$ cat src/rtl/memory_arbiter_pkg.sv
// memory_arbiter_pkg: shared types and constants for the memory arbiter.
//   - arb_state_e : arbiter FSM states
//   - owner_e     : grant owner (instruction refill or data access)
//   - beat_width(): beat-counter width for a given refill line length
package memory_arbiter_pkg;

  localparam int unsigned AddrW  = 30;  // word address [31:2]
  localparam int unsigned DataW  = 32;
  localparam int unsigned BeW    = 4;
  localparam int unsigned BeatOW = 4;   // width of the ic_beat_o port

  typedef enum logic [1:0] {
    StIdle    = 2'd0,
    StIcBurst = 2'd1,
    StDcXfer  = 2'd2,
    StResp    = 2'd3
  } arb_state_e;

  typedef enum logic {
    OwnerIc = 1'b0,
    OwnerDc = 1'b1
  } owner_e;

  // Beat-counter width; at least one bit so degenerate lines still elaborate.
  function automatic int unsigned beat_width(input int unsigned words);
    return (words > 1) ? $clog2(words) : 1;
  endfunction

endpackage

$ cat src/rtl/memory_arbiter_if.sv
// memory_arbiter_if: bundles the I-cache refill, D-cache access and memory port signals.
//   master : arbiter view (takes cache requests, drives the memory port)
//   slave  : environment view (caches and memory/bus bridge)
interface memory_arbiter_if;
  import memory_arbiter_pkg::*;

  // Instruction-cache refill side
  logic              ic_req_i;
  logic [AddrW-1:0]  ic_addr_i;
  logic              ic_valid_o;
  logic [BeatOW-1:0] ic_beat_o;
  logic [DataW-1:0]  ic_rdata_o;
  logic              ic_done_o;
  logic              ic_err_o;

  // Data-cache side
  logic              dc_req_i;
  logic [BeW-1:0]    dc_we_i;
  logic [AddrW-1:0]  dc_addr_i;
  logic [DataW-1:0]  dc_wdata_i;
  logic [DataW-1:0]  dc_rdata_o;
  logic              dc_ack_o;
  logic              dc_err_o;

  // Memory port
  logic              mem_req_o;
  logic [BeW-1:0]    mem_we_o;
  logic [AddrW-1:0]  mem_addr_o;
  logic [DataW-1:0]  mem_wdata_o;
  logic [DataW-1:0]  mem_rdata_i;
  logic              mem_ack_i;

  modport master (
    input  ic_req_i, ic_addr_i,
    output ic_valid_o, ic_beat_o, ic_rdata_o, ic_done_o, ic_err_o,
    input  dc_req_i, dc_we_i, dc_addr_i, dc_wdata_i,
    output dc_rdata_o, dc_ack_o, dc_err_o,
    output mem_req_o, mem_we_o, mem_addr_o, mem_wdata_o,
    input  mem_rdata_i, mem_ack_i
  );

  modport slave (
    output ic_req_i, ic_addr_i,
    input  ic_valid_o, ic_beat_o, ic_rdata_o, ic_done_o, ic_err_o,
    output dc_req_i, dc_we_i, dc_addr_i, dc_wdata_i,
    input  dc_rdata_o, dc_ack_o, dc_err_o,
    input  mem_req_o, mem_we_o, mem_addr_o, mem_wdata_o,
    output mem_rdata_i, mem_ack_i
  );

endinterface

$ cat src/rtl/arb_watchdog.sv
// arb_watchdog: transfer timeout counter for a bus master.
//   clk_i, rst_i : clock, asynchronous active-high reset
//   en_i         : a transfer is outstanding; counter runs
//   clr_i        : progress seen (beat acknowledged); counter restarts
//   expire_o     : TIMEOUT_CYCLES consecutive cycles elapsed without progress
// TIMEOUT_CYCLES = 0 disables expiry.
module arb_watchdog #(
  parameter int unsigned TIMEOUT_CYCLES = 255
) (
  input  logic clk_i,
  input  logic rst_i,
  input  logic en_i,
  input  logic clr_i,
  output logic expire_o
);

  // Counter only has to reach TIMEOUT_CYCLES-1.
  localparam int unsigned CntW = (TIMEOUT_CYCLES > 1) ? $clog2(TIMEOUT_CYCLES) : 1;
  localparam logic [CntW-1:0] CntLast = CntW'(TIMEOUT_CYCLES - 1);

  logic [CntW-1:0] r_cnt;
  logic [CntW-1:0] w_cnt_d;

  always_comb begin
    w_cnt_d = r_cnt + 1'b1;
    if (!en_i || clr_i) begin
      w_cnt_d = '0;
    end
  end

  always_ff @(posedge clk_i or posedge rst_i) begin
    if (rst_i) begin
      r_cnt <= '0;
    end else begin
      r_cnt <= w_cnt_d;
    end
  end

  // r_cnt == CntLast means this is the TIMEOUT_CYCLES-th cycle without an ack.
  assign expire_o = (TIMEOUT_CYCLES != 0) && en_i && !clr_i && (r_cnt == CntLast);

endmodule

$ cat src/rtl/memory_arbiter.sv
// memory_arbiter: shares one word-wide memory port between I-cache line refills and
// D-cache single-word accesses, round-robin on ties, with a per-transfer watchdog.
//   clk_i, rst_i : clock, asynchronous active-high reset
//   bus          : memory_arbiter_if.master
//                  ic_*  : line refill request, per-beat data, done/err
//                  dc_*  : single read / byte-enabled write, ack/err
//                  mem_* : external memory request and response
// All outputs are registered.
module memory_arbiter
  import memory_arbiter_pkg::*;
#(
  parameter int unsigned IC_LINE_WORDS  = 4,
  parameter int unsigned TIMEOUT_CYCLES = 255
) (
  input  logic                    clk_i,
  input  logic                    rst_i,
  memory_arbiter_if.master        bus
);

  localparam int unsigned        BeatW    = beat_width(IC_LINE_WORDS);
  localparam logic [BeatW-1:0]   LastBeat = BeatW'(IC_LINE_WORDS - 1);

  arb_state_e        r_state, w_state_d;
  owner_e            r_last, w_last_d;
  logic [BeatW-1:0]  r_beat, w_beat_d;

  logic              r_mem_req, w_mem_req_d;
  logic [BeW-1:0]    r_mem_we, w_mem_we_d;
  logic [AddrW-1:0]  r_mem_addr, w_mem_addr_d;
  logic [DataW-1:0]  r_mem_wdata, w_mem_wdata_d;
  logic              r_ic_valid, w_ic_valid_d;
  logic [BeatOW-1:0] r_ic_beat, w_ic_beat_d;
  logic [DataW-1:0]  r_ic_rdata, w_ic_rdata_d;
  logic              r_ic_done, w_ic_done_d;
  logic              r_ic_err, w_ic_err_d;
  logic [DataW-1:0]  r_dc_rdata, w_dc_rdata_d;
  logic              r_dc_ack, w_dc_ack_d;
  logic              r_dc_err, w_dc_err_d;

  logic              w_wd_en;
  logic              w_wd_expire;

  assign w_wd_en = (r_state == StIcBurst) || (r_state == StDcXfer);

  arb_watchdog #(
    .TIMEOUT_CYCLES (TIMEOUT_CYCLES)
  ) u_watchdog (
    .clk_i    (clk_i),
    .rst_i    (rst_i),
    .en_i     (w_wd_en),
    .clr_i    (bus.mem_ack_i),
    .expire_o (w_wd_expire)
  );

  always_comb begin
    w_state_d     = r_state;
    w_last_d      = r_last;
    w_beat_d      = r_beat;
    w_mem_req_d   = r_mem_req;
    w_mem_we_d    = r_mem_we;
    w_mem_addr_d  = r_mem_addr;
    w_mem_wdata_d = r_mem_wdata;
    w_ic_beat_d   = r_ic_beat;
    w_ic_rdata_d  = r_ic_rdata;
    w_dc_rdata_d  = r_dc_rdata;
    // Pulse outputs default low every cycle.
    w_ic_valid_d  = 1'b0;
    w_ic_done_d   = 1'b0;
    w_ic_err_d    = 1'b0;
    w_dc_ack_d    = 1'b0;
    w_dc_err_d    = 1'b0;

    unique case (r_state)
      StIdle: begin
        // DC wins when alone, or on a tie when IC had the previous grant.
        if (bus.dc_req_i && (!bus.ic_req_i || (r_last == OwnerIc))) begin
          w_state_d     = StDcXfer;
          w_last_d      = OwnerDc;
          w_mem_req_d   = 1'b1;
          w_mem_addr_d  = bus.dc_addr_i;
          w_mem_we_d    = bus.dc_we_i;
          w_mem_wdata_d = bus.dc_wdata_i;
        end else if (bus.ic_req_i) begin
          w_state_d    = StIcBurst;
          w_last_d     = OwnerIc;
          w_beat_d     = '0;
          w_mem_req_d  = 1'b1;
          w_mem_we_d   = '0;
          w_mem_addr_d = bus.ic_addr_i;
          w_mem_addr_d[BeatW-1:0] = '0;  // line-aligned base
        end
      end

      StDcXfer: begin
        if (bus.mem_ack_i) begin
          w_state_d    = StResp;
          w_dc_rdata_d = bus.mem_rdata_i;
          w_dc_ack_d   = 1'b1;
          w_mem_req_d  = 1'b0;
          w_mem_we_d   = '0;
        end else if (w_wd_expire) begin
          w_state_d    = StResp;
          w_dc_rdata_d = '0;
          w_dc_ack_d   = 1'b1;
          w_dc_err_d   = 1'b1;
          w_mem_req_d  = 1'b0;
          w_mem_we_d   = '0;
        end
      end

      StIcBurst: begin
        if (bus.mem_ack_i) begin
          w_ic_rdata_d = bus.mem_rdata_i;
          w_ic_beat_d  = BeatOW'(r_beat);
          w_ic_valid_d = 1'b1;
          if (r_beat == LastBeat) begin
            w_state_d   = StResp;
            w_beat_d    = '0;
            w_mem_req_d = 1'b0;
            w_ic_done_d = 1'b1;
          end else begin
            // Only the low beat bits advance; the line base is untouched.
            w_beat_d = r_beat + 1'b1;
            w_mem_addr_d[BeatW-1:0] = w_beat_d;
          end
        end else if (w_wd_expire) begin
          w_state_d   = StResp;
          w_beat_d    = '0;
          w_mem_req_d = 1'b0;
          w_ic_done_d = 1'b1;
          w_ic_err_d  = 1'b1;
        end
      end

      // One dead cycle so a requester can drop req after its done/ack.
      StResp: begin
        w_state_d = StIdle;
      end

      default: begin
        w_state_d = StIdle;
      end
    endcase
  end

  always_ff @(posedge clk_i or posedge rst_i) begin
    if (rst_i) begin
      r_state     <= StIdle;
      r_last      <= OwnerIc;
      r_beat      <= '0;
      r_mem_req   <= 1'b0;
      r_mem_we    <= '0;
      r_mem_addr  <= '0;
      r_mem_wdata <= '0;
      r_ic_valid  <= 1'b0;
      r_ic_beat   <= '0;
      r_ic_rdata  <= '0;
      r_ic_done   <= 1'b0;
      r_ic_err    <= 1'b0;
      r_dc_rdata  <= '0;
      r_dc_ack    <= 1'b0;
      r_dc_err    <= 1'b0;
    end else begin
      r_state     <= w_state_d;
      r_last      <= w_last_d;
      r_beat      <= w_beat_d;
      r_mem_req   <= w_mem_req_d;
      r_mem_we    <= w_mem_we_d;
      r_mem_addr  <= w_mem_addr_d;
      r_mem_wdata <= w_mem_wdata_d;
      r_ic_valid  <= w_ic_valid_d;
      r_ic_beat   <= w_ic_beat_d;
      r_ic_rdata  <= w_ic_rdata_d;
      r_ic_done   <= w_ic_done_d;
      r_ic_err    <= w_ic_err_d;
      r_dc_rdata  <= w_dc_rdata_d;
      r_dc_ack    <= w_dc_ack_d;
      r_dc_err    <= w_dc_err_d;
    end
  end

  assign bus.mem_req_o   = r_mem_req;
  assign bus.mem_we_o    = r_mem_we;
  assign bus.mem_addr_o  = r_mem_addr;
  assign bus.mem_wdata_o = r_mem_wdata;
  assign bus.ic_valid_o  = r_ic_valid;
  assign bus.ic_beat_o   = r_ic_beat;
  assign bus.ic_rdata_o  = r_ic_rdata;
  assign bus.ic_done_o   = r_ic_done;
  assign bus.ic_err_o    = r_ic_err;
  assign bus.dc_rdata_o  = r_dc_rdata;
  assign bus.dc_ack_o    = r_dc_ack;
  assign bus.dc_err_o    = r_dc_err;

endmodule

$ cat src/flat_wrapper.sv
// flat-port wrapper written by rule: the top's interface ports become plain ports
module memory_arbiter_flat import memory_arbiter_pkg::*;
#(
  parameter int unsigned IC_LINE_WORDS  = 4,
  parameter int unsigned TIMEOUT_CYCLES = 255
)
  (clk_i, rst_i, bus_ic_req_i, bus_ic_addr_i, bus_ic_valid_o, bus_ic_beat_o, bus_ic_rdata_o, bus_ic_done_o, bus_ic_err_o, bus_dc_req_i, bus_dc_we_i, bus_dc_addr_i, bus_dc_wdata_i, bus_dc_rdata_o, bus_dc_ack_o, bus_dc_err_o, bus_mem_req_o, bus_mem_we_o, bus_mem_addr_o, bus_mem_wdata_o, bus_mem_rdata_i, bus_mem_ack_i);
  memory_arbiter_if bus_i ();
  input  logic clk_i;
  input  logic rst_i;
  input wire logic [$bits(bus_i.ic_req_i)-1:0] bus_ic_req_i;
  input wire logic [$bits(bus_i.ic_addr_i)-1:0] bus_ic_addr_i;
  output wire logic [$bits(bus_i.ic_valid_o)-1:0] bus_ic_valid_o;
  output wire logic [$bits(bus_i.ic_beat_o)-1:0] bus_ic_beat_o;
  output wire logic [$bits(bus_i.ic_rdata_o)-1:0] bus_ic_rdata_o;
  output wire logic [$bits(bus_i.ic_done_o)-1:0] bus_ic_done_o;
  output wire logic [$bits(bus_i.ic_err_o)-1:0] bus_ic_err_o;
  input wire logic [$bits(bus_i.dc_req_i)-1:0] bus_dc_req_i;
  input wire logic [$bits(bus_i.dc_we_i)-1:0] bus_dc_we_i;
  input wire logic [$bits(bus_i.dc_addr_i)-1:0] bus_dc_addr_i;
  input wire logic [$bits(bus_i.dc_wdata_i)-1:0] bus_dc_wdata_i;
  output wire logic [$bits(bus_i.dc_rdata_o)-1:0] bus_dc_rdata_o;
  output wire logic [$bits(bus_i.dc_ack_o)-1:0] bus_dc_ack_o;
  output wire logic [$bits(bus_i.dc_err_o)-1:0] bus_dc_err_o;
  output wire logic [$bits(bus_i.mem_req_o)-1:0] bus_mem_req_o;
  output wire logic [$bits(bus_i.mem_we_o)-1:0] bus_mem_we_o;
  output wire logic [$bits(bus_i.mem_addr_o)-1:0] bus_mem_addr_o;
  output wire logic [$bits(bus_i.mem_wdata_o)-1:0] bus_mem_wdata_o;
  input wire logic [$bits(bus_i.mem_rdata_i)-1:0] bus_mem_rdata_i;
  input wire logic [$bits(bus_i.mem_ack_i)-1:0] bus_mem_ack_i;
  assign bus_i.ic_req_i = bus_ic_req_i;
  assign bus_i.ic_addr_i = bus_ic_addr_i;
  assign bus_ic_valid_o = bus_i.ic_valid_o;
  assign bus_ic_beat_o = bus_i.ic_beat_o;
  assign bus_ic_rdata_o = bus_i.ic_rdata_o;
  assign bus_ic_done_o = bus_i.ic_done_o;
  assign bus_ic_err_o = bus_i.ic_err_o;
  assign bus_i.dc_req_i = bus_dc_req_i;
  assign bus_i.dc_we_i = bus_dc_we_i;
  assign bus_i.dc_addr_i = bus_dc_addr_i;
  assign bus_i.dc_wdata_i = bus_dc_wdata_i;
  assign bus_dc_rdata_o = bus_i.dc_rdata_o;
  assign bus_dc_ack_o = bus_i.dc_ack_o;
  assign bus_dc_err_o = bus_i.dc_err_o;
  assign bus_mem_req_o = bus_i.mem_req_o;
  assign bus_mem_we_o = bus_i.mem_we_o;
  assign bus_mem_addr_o = bus_i.mem_addr_o;
  assign bus_mem_wdata_o = bus_i.mem_wdata_o;
  assign bus_i.mem_rdata_i = bus_mem_rdata_i;
  assign bus_i.mem_ack_i = bus_mem_ack_i;
  memory_arbiter #(.IC_LINE_WORDS(IC_LINE_WORDS), .TIMEOUT_CYCLES(TIMEOUT_CYCLES)) u_core (.clk_i(clk_i), .rst_i(rst_i), .bus(bus_i));
endmodule
$ cat config.mk
export PLATFORM = sky130hd
export DESIGN_NAME = memory_arbiter_flat
export DESIGN_NICKNAME = d
export VERILOG_FILES = /design/src/rtl/memory_arbiter_pkg.sv /design/src/rtl/memory_arbiter_if.sv /design/src/rtl/arb_watchdog.sv /design/src/rtl/memory_arbiter.sv /design/src/flat_wrapper.sv
export SDC_FILE = /design/constraint.sdc
export NUM_CORES = 1
export LEC_CHECK = 0
export CORE_MARGIN = 3
export CORE_UTILIZATION = 47
export CTS_BUF_LIST = sky130_fd_sc_hd__clkbuf_8
export CTS_CLUSTER_SIZE = 25
export DETAILED_ROUTE_END_ITERATION = 8
export PLACE_DENSITY = 0.89
export SKIP_LAST_GASP = 1
export SYNTH_ARGS = -nofsm -noshare
export SYNTH_HDL_FRONTEND = slang
export SYNTH_SLANG_ARGS = --single-unit
$ cat constraint.sdc
create_clock -name clk_i -period 14 [get_ports clk_i]
set_input_delay 3.5 -clock clk_i [delete_from_list [all_inputs] [get_ports clk_i]]
set_output_delay 3.5 -clock clk_i [all_outputs]
set_load 0.01 [all_outputs]
==> out/qor.yml, run 1 <==
clock_network:
  h-tree-depth: 4
  postCtsHoldBufs: 0
  cts-root-buf: "clkbuf_8"
  cts_tree: "built"
  cts.repair.resized: 0
  insertion_delay_ps: 440
  numCtsBuffers: 17
  cts.clk_slew.worst_paths_ps: 80
  cts_sinks: 151
  cts_setup_buffers: 0
  clk_path_buf_depth: 2
place:
  portBuffers: 268
  placed_cells: 869
  pre_cts_ws_ps: 8424
  place.gp.congestion: 0.8519
  dp_hpwl_mm: 12.52
  place_area_um2: 8905
sta:
  finalHoldViolCount: 0
  finalCritPeriodShare: 0.3692
  worst_pin_slew_ps: 1114
  tns_ps: 0
  fin_ws_ps: 8832
  fin_hold_ws_ps: 483.0
  setup_viol: 0
  rsz0062_at_grt: "no"
  slew-limit-headroom: 0.2544
  slew_viol_final: 0
  period_needed_ps: 5168
  finalClockSkew_ps: 13.01
  max_freq_mhz: 193.5
yosys:
  synth_seq_cells: 151
  synthFlopType: "dfrtp_1"
  synth_cells: 454
  synthArstFlopShare: 1.000
  syn_area_um2: 6100
  synth_cell_types: 42
  synth-warning-count: 0
  synth_edf_count: 0
  post_synth.cell_area_avg_um2: 13.44
  yosysSeqAreaShare: 0.6195
worst_setup_path:
  cp-start-kind: "input pin"
  rr_worst_depth: 7
  worstPathRequired_ps: 14310
  worstPathMaxFanout: 34
  timing.rr.start: "u_core.r_state[0]$_DFFE_PP0P_"
  arrival_ps: 5480
  end_kind: "flop"
  regToRegSetupSlack_ps: 11690
  crit_type: "input pin to flop"
  r2r_end: "u_core.bus.dc_rdata_o[18]$_DFFE_PP0P_"
power_and_ir_drop:
  seqPwrFrac: 0.371
  power-per-cell-area_nw_per_um2: 217.7
  power.leakage_nw: 4.054
  clkPwrFrac: 0.170
  ir_drop_v: 0.0001214
  switching_power_uw: 685.2
  p_int_mw: 1.345
  p_comb_frac: 0.459
  switching_share: 0.3374
detailed_routing:
  wl_per_cell_um: 18.52
  wirelength_mm: 16.68
  drc: 0
  ant_nets: 0
  vias_per_cell: 5.194
  first_pass_iters: 4
  drtIter0Drc: 230
  vias: 4680
layout:
  fillers: 773
  syn2layout_area_growth_pct: 52.92
  final_cell_mix: "268 x clkdlybuf4s50_1, 151 x dfrtp_1, 63 x mux2_2, 38 x nand2_1, 36 x a22o_1"
  nets: 860
  final_common_cell: "clkdlybuf4s50_1"
  drive_gt1_frac: 0.1473
  seqCellArea_um2: 3779
  multi_input_area_um2: 2153
  final_cell_count_no_fill: 901
  diodes: 0
  stdcell_area_um2: 9328
global_routing:
  use_met3: 0.08247
  grt_max_degree: 77
  grt_pass1_wl_mm: 26.55
  grt_usage: 0.2352
  grt_pass1_vias: 5013
  overflow: 0
  top_usage_layer: "met2"
  antenna_found_initial: 0
  use_met1: 0.2597
  grt_util_met2: 0.4261
floorplan:
  start_util: 0.4934
  die_area_um2: 14380
  die_y_um: 119.9
  rows: 40
  io_pins: 273
  coreArea_um2: 12360
  dieWidth_um: 119.9
hold_path:
  min_to: "u_core.bus.mem_addr_o[27]$_DFFE_PP0P_"
  worstHoldStart: "u_core.bus.mem_addr_o[27]$_DFFE_PP0P_"
  min_path_cells: 2
  hold_path_class: "flop to flop"
run_status:
  status: "completed"
job:
  drv_cap: 0
registers in the layout (all words and copies together), names as in the netlist, 2 cells and up:
register and flops:
u_core.bus.mem_addr_o 30, u_core.u_watchdog.r_cnt 8, u_core.r_state 2, u_core.bus.mem_we_o 4, u_core.bus.ic_beat_o 2, u_core.bus.ic_rdata_o 32, u_core.bus.dc_rdata_o 32, u_core.bus.mem_wdata_o 32
u_core.r_beat 2
cell usage after synthesis, types with 5 or more instances:
library cell    n  area (um2)
a22o_1         36       315.3
buf_2          14       70.07
clkbuf_1        7       26.28
dfrtp_1       151        3779
ha_1            7       87.58
inv_1           9       33.78
mux2_1          6       67.56
mux2_2         63       709.4
mux2i_1        28       280.3
nand2_1        38       142.6
nand3_1         5       25.02
nor2_1         12       45.04
o21ai_0        34       170.2
xor2_1          5       43.79
metrics by stage:
stage	util	total power, mW
after global placement	0.7203	1.648
after global routing	0.7546	2.148
after floorplan	-	1.170
after detailed placement	0.7203	1.697
after CTS	0.7546	2.053
final	0.7546	2.031
power by group through the flow:
stage / combinational, mW / clock, mW / sequential (mW)
2_1_floorplan: 0.337 / 0 / 0.833
3_3_place_gp: 0.907 / 0 / 0.741
3_5_place_dp: 0.938 / 0 / 0.759
4_1_cts: 0.945 / 0.355 / 0.753
5_1_grt: 0.997 / 0.375 / 0.776
6_report: 0.931 / 0.346 / 0.753
area by class of cell:
cell class	instances	area share
sequential	151	0.4051
timing repair buffer	273	0.2916
multi-input combinational	267	0.2309
clock buffer	17	0.02508
tap	168	0.02254
clock inverter	15	0.02025
inverter	10	0.004561
kinds of logic after synthesis:
family | count (synthesis) | share of synthesized area
XOR/XNOR | 6 | 0.008615
other | 1 | 0.0006148
AO/OA/AOI/OAI | 83 | 0.09662
buffers and inverters | 37 | 0.03118
adder cells (fa/ha/maj) | 7 | 0.01436
multiplexers | 97 | 0.1733
AND/OR/NAND/NOR | 72 | 0.05580
flip-flops | 151 | 0.6195
critical path, stage by stage:
cell	delay [ps]
clkdlybuf4s50_1	680
nand2_1	250
inv_2	610
mux2_2	410
metal layers:
metal  up-vias  routed length [um]
met5         -                   0
met2       215                8885
met4         0                 227
met1      2306                6201
li1       2140                   -
met3        19                1368
how the worst max path moves through the flow:
| stage | from | endpoint | slack [ps] | cells past startpoint |
|---|---|---|---|---|
| after CTS | bus_mem_ack_i | u_core.bus.ic_rdata_o[3]$_DFFE_PP0P_ | 8890 | 4 |
| after floorplan | rst_i | u_core.bus.dc_ack_o$_DFF_PP0_ | 6440 | 1 |
| final | bus_mem_ack_i | u_core.bus.ic_rdata_o[11]$_DFFE_PP0P_ | 8830 | 4 |
| after detailed placement | bus_mem_ack_i | u_core.bus.ic_rdata_o[7]$_DFFE_PP0P_ | 8420 | 4 |
| after global placement | bus_mem_ack_i | u_core.bus.ic_rdata_o[20]$_DFFE_PP0P_ | 8450 | 4 |
| after global routing | rst_i | u_core.bus.mem_addr_o[1]$_DFFE_PP0P_ | 8780 | 3 |
No activity file was read; power rests on OpenSTA's default activity.
==> run 2: changes to the inputs <==
- CORE_UTILIZATION: 47 -> 39
- PLACE_DENSITY: 0.89 -> 0.79
- clock period: 14 -> 4.7 ns (I/O delays scaled with it)
==> run 2 against run 1 <==
Sequential cell count stayed put. Die area rose by 19%. Sequential power rose to 3.0 times the previous value. Via count fell by 2.8%. Combinational power grew to 2.9 times the previous value. Cell count up 4.8%. Clock power rose to 2.8 times the previous value. Worst hold slack improved by 0.88 ps. Critical path depth unchanged. Global-route usage down 5.7 points. Critical endpoint is now u_core.bus.ic_rdata_o[25]$_DFFE_PP0P_. Largest cell class unchanged. Routed wire length fell by 5.5%.
==> out/qor.yml, run 2 (same netlist as run 1, synthesis figures left out) <==
sta:
  slew-limit-headroom: 0.2385
  finalClockSkew_ps: 14.41
  period_needed_ps: 2844
  max_freq_mhz: 351.6
  slew_viol_final: 0
  setup_viol: 0
  worst_pin_slew_ps: 1138
  finalCritPeriodShare: 0.6052
  tns_ps: 0
  rsz0062_at_grt: "no"
  finalHoldViolCount: 0
global_routing:
  grt_max_degree: 152
  grt_pass1_wl_mm: 23.94
  overflow: 0
  grt_usage: 0.1783
  grt_pass1_vias: 4780
  antenna_found_initial: 0
worst_setup_path:
  rr_worst_depth: 5
  cp-start-kind: "input pin"
  worstPathMaxFanout: 34
  end_kind: "flop"
  arrival_ps: 3160
  crit_type: "input pin to flop"
  worstPathRequired_ps: 5020
clock_network:
  postCtsHoldBufs: 0
  cts.repair.resized: 0
  cts_sinks: 151
  cts_setup_buffers: 0
  clk_path_buf_depth: 2
  cts-root-buf: "clkbuf_8"
  insertion_delay_ps: 430
  cts_tree: "built"
  numCtsBuffers: 17
  h-tree-depth: 4
  cts.clk_slew.worst_paths_ps: 80
floorplan:
  die_area_um2: 17180
  rows: 45
  die_y_um: 131.1
  coreArea_um2: 15260
  dieWidth_um: 131.1
  io_pins: 273
  start_util: 0.3998
layout:
  post-route-util: 0.6130
  final_cell_mix: "268 x clkdlybuf4s50_1, 151 x dfrtp_1, 63 x mux2_2, 38 x nand2_1, 36 x a22o_1"
  seqCellArea_um2: 3779
  final_common_cell: "clkdlybuf4s50_1"
  diodes: 0
  drive_gt1_frac: 0.1419
  syn2layout_area_growth_pct: 53.33
  stdcell_area_um2: 9353
  multi_input_area_um2: 2153
  fillers: 1229
  nets: 860
place:
  place.gp.congestion: 0.8072
  portBuffers: 268
  dp_hpwl_mm: 11.63
  place_area_um2: 8970
power_and_ir_drop:
  power_mw: 5.915
  ir_drop_v: 0.0002641
  power-per-cell-area_nw_per_um2: 632.5
  power.leakage_nw: 4.046
job:
  drv_cap: 0
hold_path:
  hold_path_class: "flop to flop"
  min_path_cells: 2
detailed_routing:
  vias_per_cell: 4.818
  wl_per_cell_um: 16.69
  first_pass_iters: 4
  ant_nets: 0
  wirelength_mm: 15.76
  vias: 4548
  drtIter0Drc: 129
  drc: 0
run_status:
  status: "completed"
run 2: final cells by class:
type / instances / share of cell area
inverter: 10 / 0.004415
multi-input combinational: 267 / 0.2302
clock buffer: 18 / 0.02649
tap: 211 / 0.02823
timing repair buffer: 273 / 0.2922
sequential: 151 / 0.4040
clock inverter: 14 / 0.01445
run 2: final timing paths:
path,startpoint,endpoint,slack (ps)
max,bus_mem_ack_i,u_core.bus.ic_rdata_o[25]$_DFFE_PP0P_,1860
min,u_core.bus.mem_addr_o[2]$_DFFE_PP0P_,u_core.bus.mem_addr_o[2]$_DFFE_PP0P_,480
max reg2reg,u_core.r_state[1]$_DFFE_PP0P_,u_core.bus.ic_rdata_o[25]$_DFFE_PP0P_,2580
min reg2reg,u_core.bus.mem_addr_o[2]$_DFFE_PP0P_,u_core.bus.mem_addr_o[2]$_DFFE_PP0P_,480
max in group asynchronous,rst_i,u_core.u_watchdog.r_cnt[0]$_DFF_PP0_,2740
min in group asynchronous,rst_i,u_core.bus.ic_rdata_o[20]$_DFFE_PP0P_,1300
run 2: layer usage:
layer	routed length [um]	global-route usage	vias to the layer above
li1	-	-	2129
met1	6038	0.2056	2213
met2	8143	0.3082	188
met3	1315	0.06037	18
met4	263	0.06473	0
met5	0	0	-
run 2: critical path, cell delays in order:
cell	delay (ps)
clkdlybuf4s50_1	690
nand2_1	250
inv_2	600
mux2_2	420
run 2: where the power goes:
group | leakage [nW] | internal, mW | switching (mW)
Sequential | 1.86 | 1.90 | 0.329
Combinational | 1.98 | 1.61 | 1.12
Clock | 0.204 | 0.481 | 0.476
run 2: metrics by stage:
| stage | setup slack (ps) | hold slack, ps | instances |
|---|---|---|---|
| after global placement | 1469 | 462.7 | 912 |
| after detailed placement | 1425 | 471.7 | 912 |
| after global routing | 1755 | 517.2 | 944 |
| after floorplan | 1622 | 488.6 | 455 |
| final | 1856 | 483.9 | 944 |
| after CTS | 1900 | 489.3 | 944 |
==> run 3: changes to the inputs <==
- CORE_UTILIZATION: 39 -> 43
- PLACE_DENSITY: 0.79 -> 0.82
- clock period: 4.7 -> 2.85 ns (I/O delays scaled with it)
==> run 3 against run 2 <==
Via count increased by 2.3%. Global-route usage increased by 2.6 points. Clock skew decreased by 1.0 ps. Routed wire length increased by 0.93%. Sequential power increased by 65%.
==> out/qor.yml, run 3 (same netlist as run 1, synthesis figures left out) <==
sta:
  slew_viol_final: 0
  max_freq_mhz: 470.6
  fin_ws_ps: 724.9
  worst_pin_slew_ps: 638.2
  fin_hold_ws_ps: 483.1
  rsz0062_at_grt: "no"
  finalCritPeriodShare: 0.7457
  setup_viol: 0
  finalHoldViolCount: 0
  tns_ps: 0
  slew-limit-headroom: 0.5745
  finalClockSkew_ps: 13.38
  period_needed_ps: 2125
layout:
  drive_gt1_frac: 0.1454
  diodes: 0
  multi_input_area_um2: 2153
  final_cell_mix: "268 x clkdlybuf4s50_1, 151 x dfrtp_1, 63 x mux2_2, 38 x nand2_1, 36 x a22o_1"
  fillers: 991
  nets: 864
  final_common_cell: "clkdlybuf4s50_1"
  syn2layout_area_growth_pct: 53.60
  seqCellArea_um2: 3779
power_and_ir_drop:
  power-per-cell-area_nw_per_um2: 1046
  p_comb_frac: 0.467
  power.leakage_nw: 4.077
  p_int_mw: 6.631
  seqPwrFrac: 0.375
  switching_share: 0.3235
  clkPwrFrac: 0.157
  switching_power_mw: 3.171
  ir_drop_v: 0.0005813
clock_network:
  numCtsBuffers: 17
  cts.clk_slew.worst_paths_ps: 70
  h-tree-depth: 4
  clk_path_buf_depth: 2
  cts_sinks: 151
  cts.repair.resized: 0
  cts-root-buf: "clkbuf_8"
  insertion_delay_ps: 430
  postCtsHoldBufs: 0
  cts_setup_buffers: 0
  cts_tree: "built"
floorplan:
  start_util: 0.4499
  io_pins: 273
  rows: 42
  dieWidth_um: 125.1
  die_y_um: 125.1
  coreArea_um2: 13560
  die_area_um2: 15650
detailed_routing:
  drc: 0
  drtIter0Drc: 272
  first_pass_iters: 4
  wirelength_mm: 15.91
  wl_per_cell_um: 17.44
  ant_nets: 0
  vias: 4651
  vias_per_cell: 5.100
worst_setup_path:
  crit_type: "input pin to flop"
  cp-start-kind: "input pin"
  worstPathMaxFanout: 30
  worstPathRequired_ps: 3210
  end_kind: "flop"
  arrival_ps: 2490
global_routing:
  antenna_found_initial: 0
  overflow: 0
  grt_usage: 0.2039
  grt_pass1_vias: 4862
  grt_pass1_wl_mm: 25.61
  grt_max_degree: 101
place:
  pre_cts_ws_ps: 244.4
  dp_hpwl_mm: 12.05
  portBuffers: 268
  place.gp.congestion: 0.7841
job:
  drv_cap: 0
hold_path:
  hold_path_class: "flop to flop"
run_status:
  status: "completed"
## run 3: cell count changes in the layout (fill, tap and decap cells not counted)
cell,before,now
buf_12,1,4
inv_6,2,0
clkbuf_8,18,19
clkinv_4,2,1
buf_4,4,5
clkinv_2,2,3
## run 3: worst max-delay path, cell delays in order
cell	delay (ps)
clkdlybuf4s50_1	560
a21boi_4	240
nand2_1	260
buf_12	270
nor2_1	230
a22o_1	200
## run 3: path summary, 6_finish.rpt
check / slack (ps) / cells past startpoint / endpoint / from
setup / recovery: 720 / 6 / u_core.bus.mem_we_o[1]$_DFFE_PP0P_ / bus_dc_req_i
hold / removal: 480 / 2 / u_core.bus.mem_addr_o[7]$_DFFE_PP0P_ / u_core.bus.mem_addr_o[7]$_DFFE_PP0P_
setup reg to reg: 770 / 6 / u_core.r_state[0]$_DFFE_PP0P_ / u_core.r_state[0]$_DFFE_PP0P_
hold reg to reg: 480 / 2 / u_core.bus.mem_addr_o[7]$_DFFE_PP0P_ / u_core.bus.mem_addr_o[7]$_DFFE_PP0P_
max in group asynchronous: 1540 / 3 / u_core.bus.mem_addr_o[29]$_DFFE_PP0P_ / rst_i
min in group asynchronous: 800 / 3 / u_core.bus.ic_rdata_o[25]$_DFFE_PP0P_ / rst_i
## run 3: final cells by class
cell class                      count  share of cell area
Timing Repair Buffer              277              0.2989
Multi-Input combinational cell    267              0.2298
Clock inverter                     12             0.01215
Inverter                           10            0.004407
Tap cell                          176             0.02350
Clock buffer                       19             0.02791
Sequential cell                   151              0.4033
## run 3: per-stage QoR
step | total power, mW | util | std cells | instance area (um2)
global route | 10.41 | 0.6910 | 912 | 9369
global placement | 8.165 | 0.6633 | 881 | 8994
detailed placement | 8.348 | 0.6633 | 881 | 8994
floorplan | 5.750 | - | 455 | 6107
finish | 9.802 | 0.6910 | 912 | 9369
CTS | 9.917 | 0.6910 | 912 | 9369
## run 3: layer usage
metal	wire length (um)	track usage
met2	7986	0.3502
met1	6008	0.2303
met5	0	0
met3	1465	0.07633
met4	445	0.08163
## run 3: power by group through the flow
| stage | Sequential [mW] | Combinational [mW] | Clock (mW) |
|---|---|---|---|
| 3_3_place_gp | 3.65 | 4.51 | 0 |
| 2_1_floorplan | 4.09 | 1.66 | 0 |
| 4_1_cts | 3.69 | 4.65 | 1.58 |
| 5_1_grt | 3.81 | 4.91 | 1.68 |
| 6_report | 3.68 | 4.58 | 1.54 |
| 3_5_place_dp | 3.73 | 4.62 | 0 |
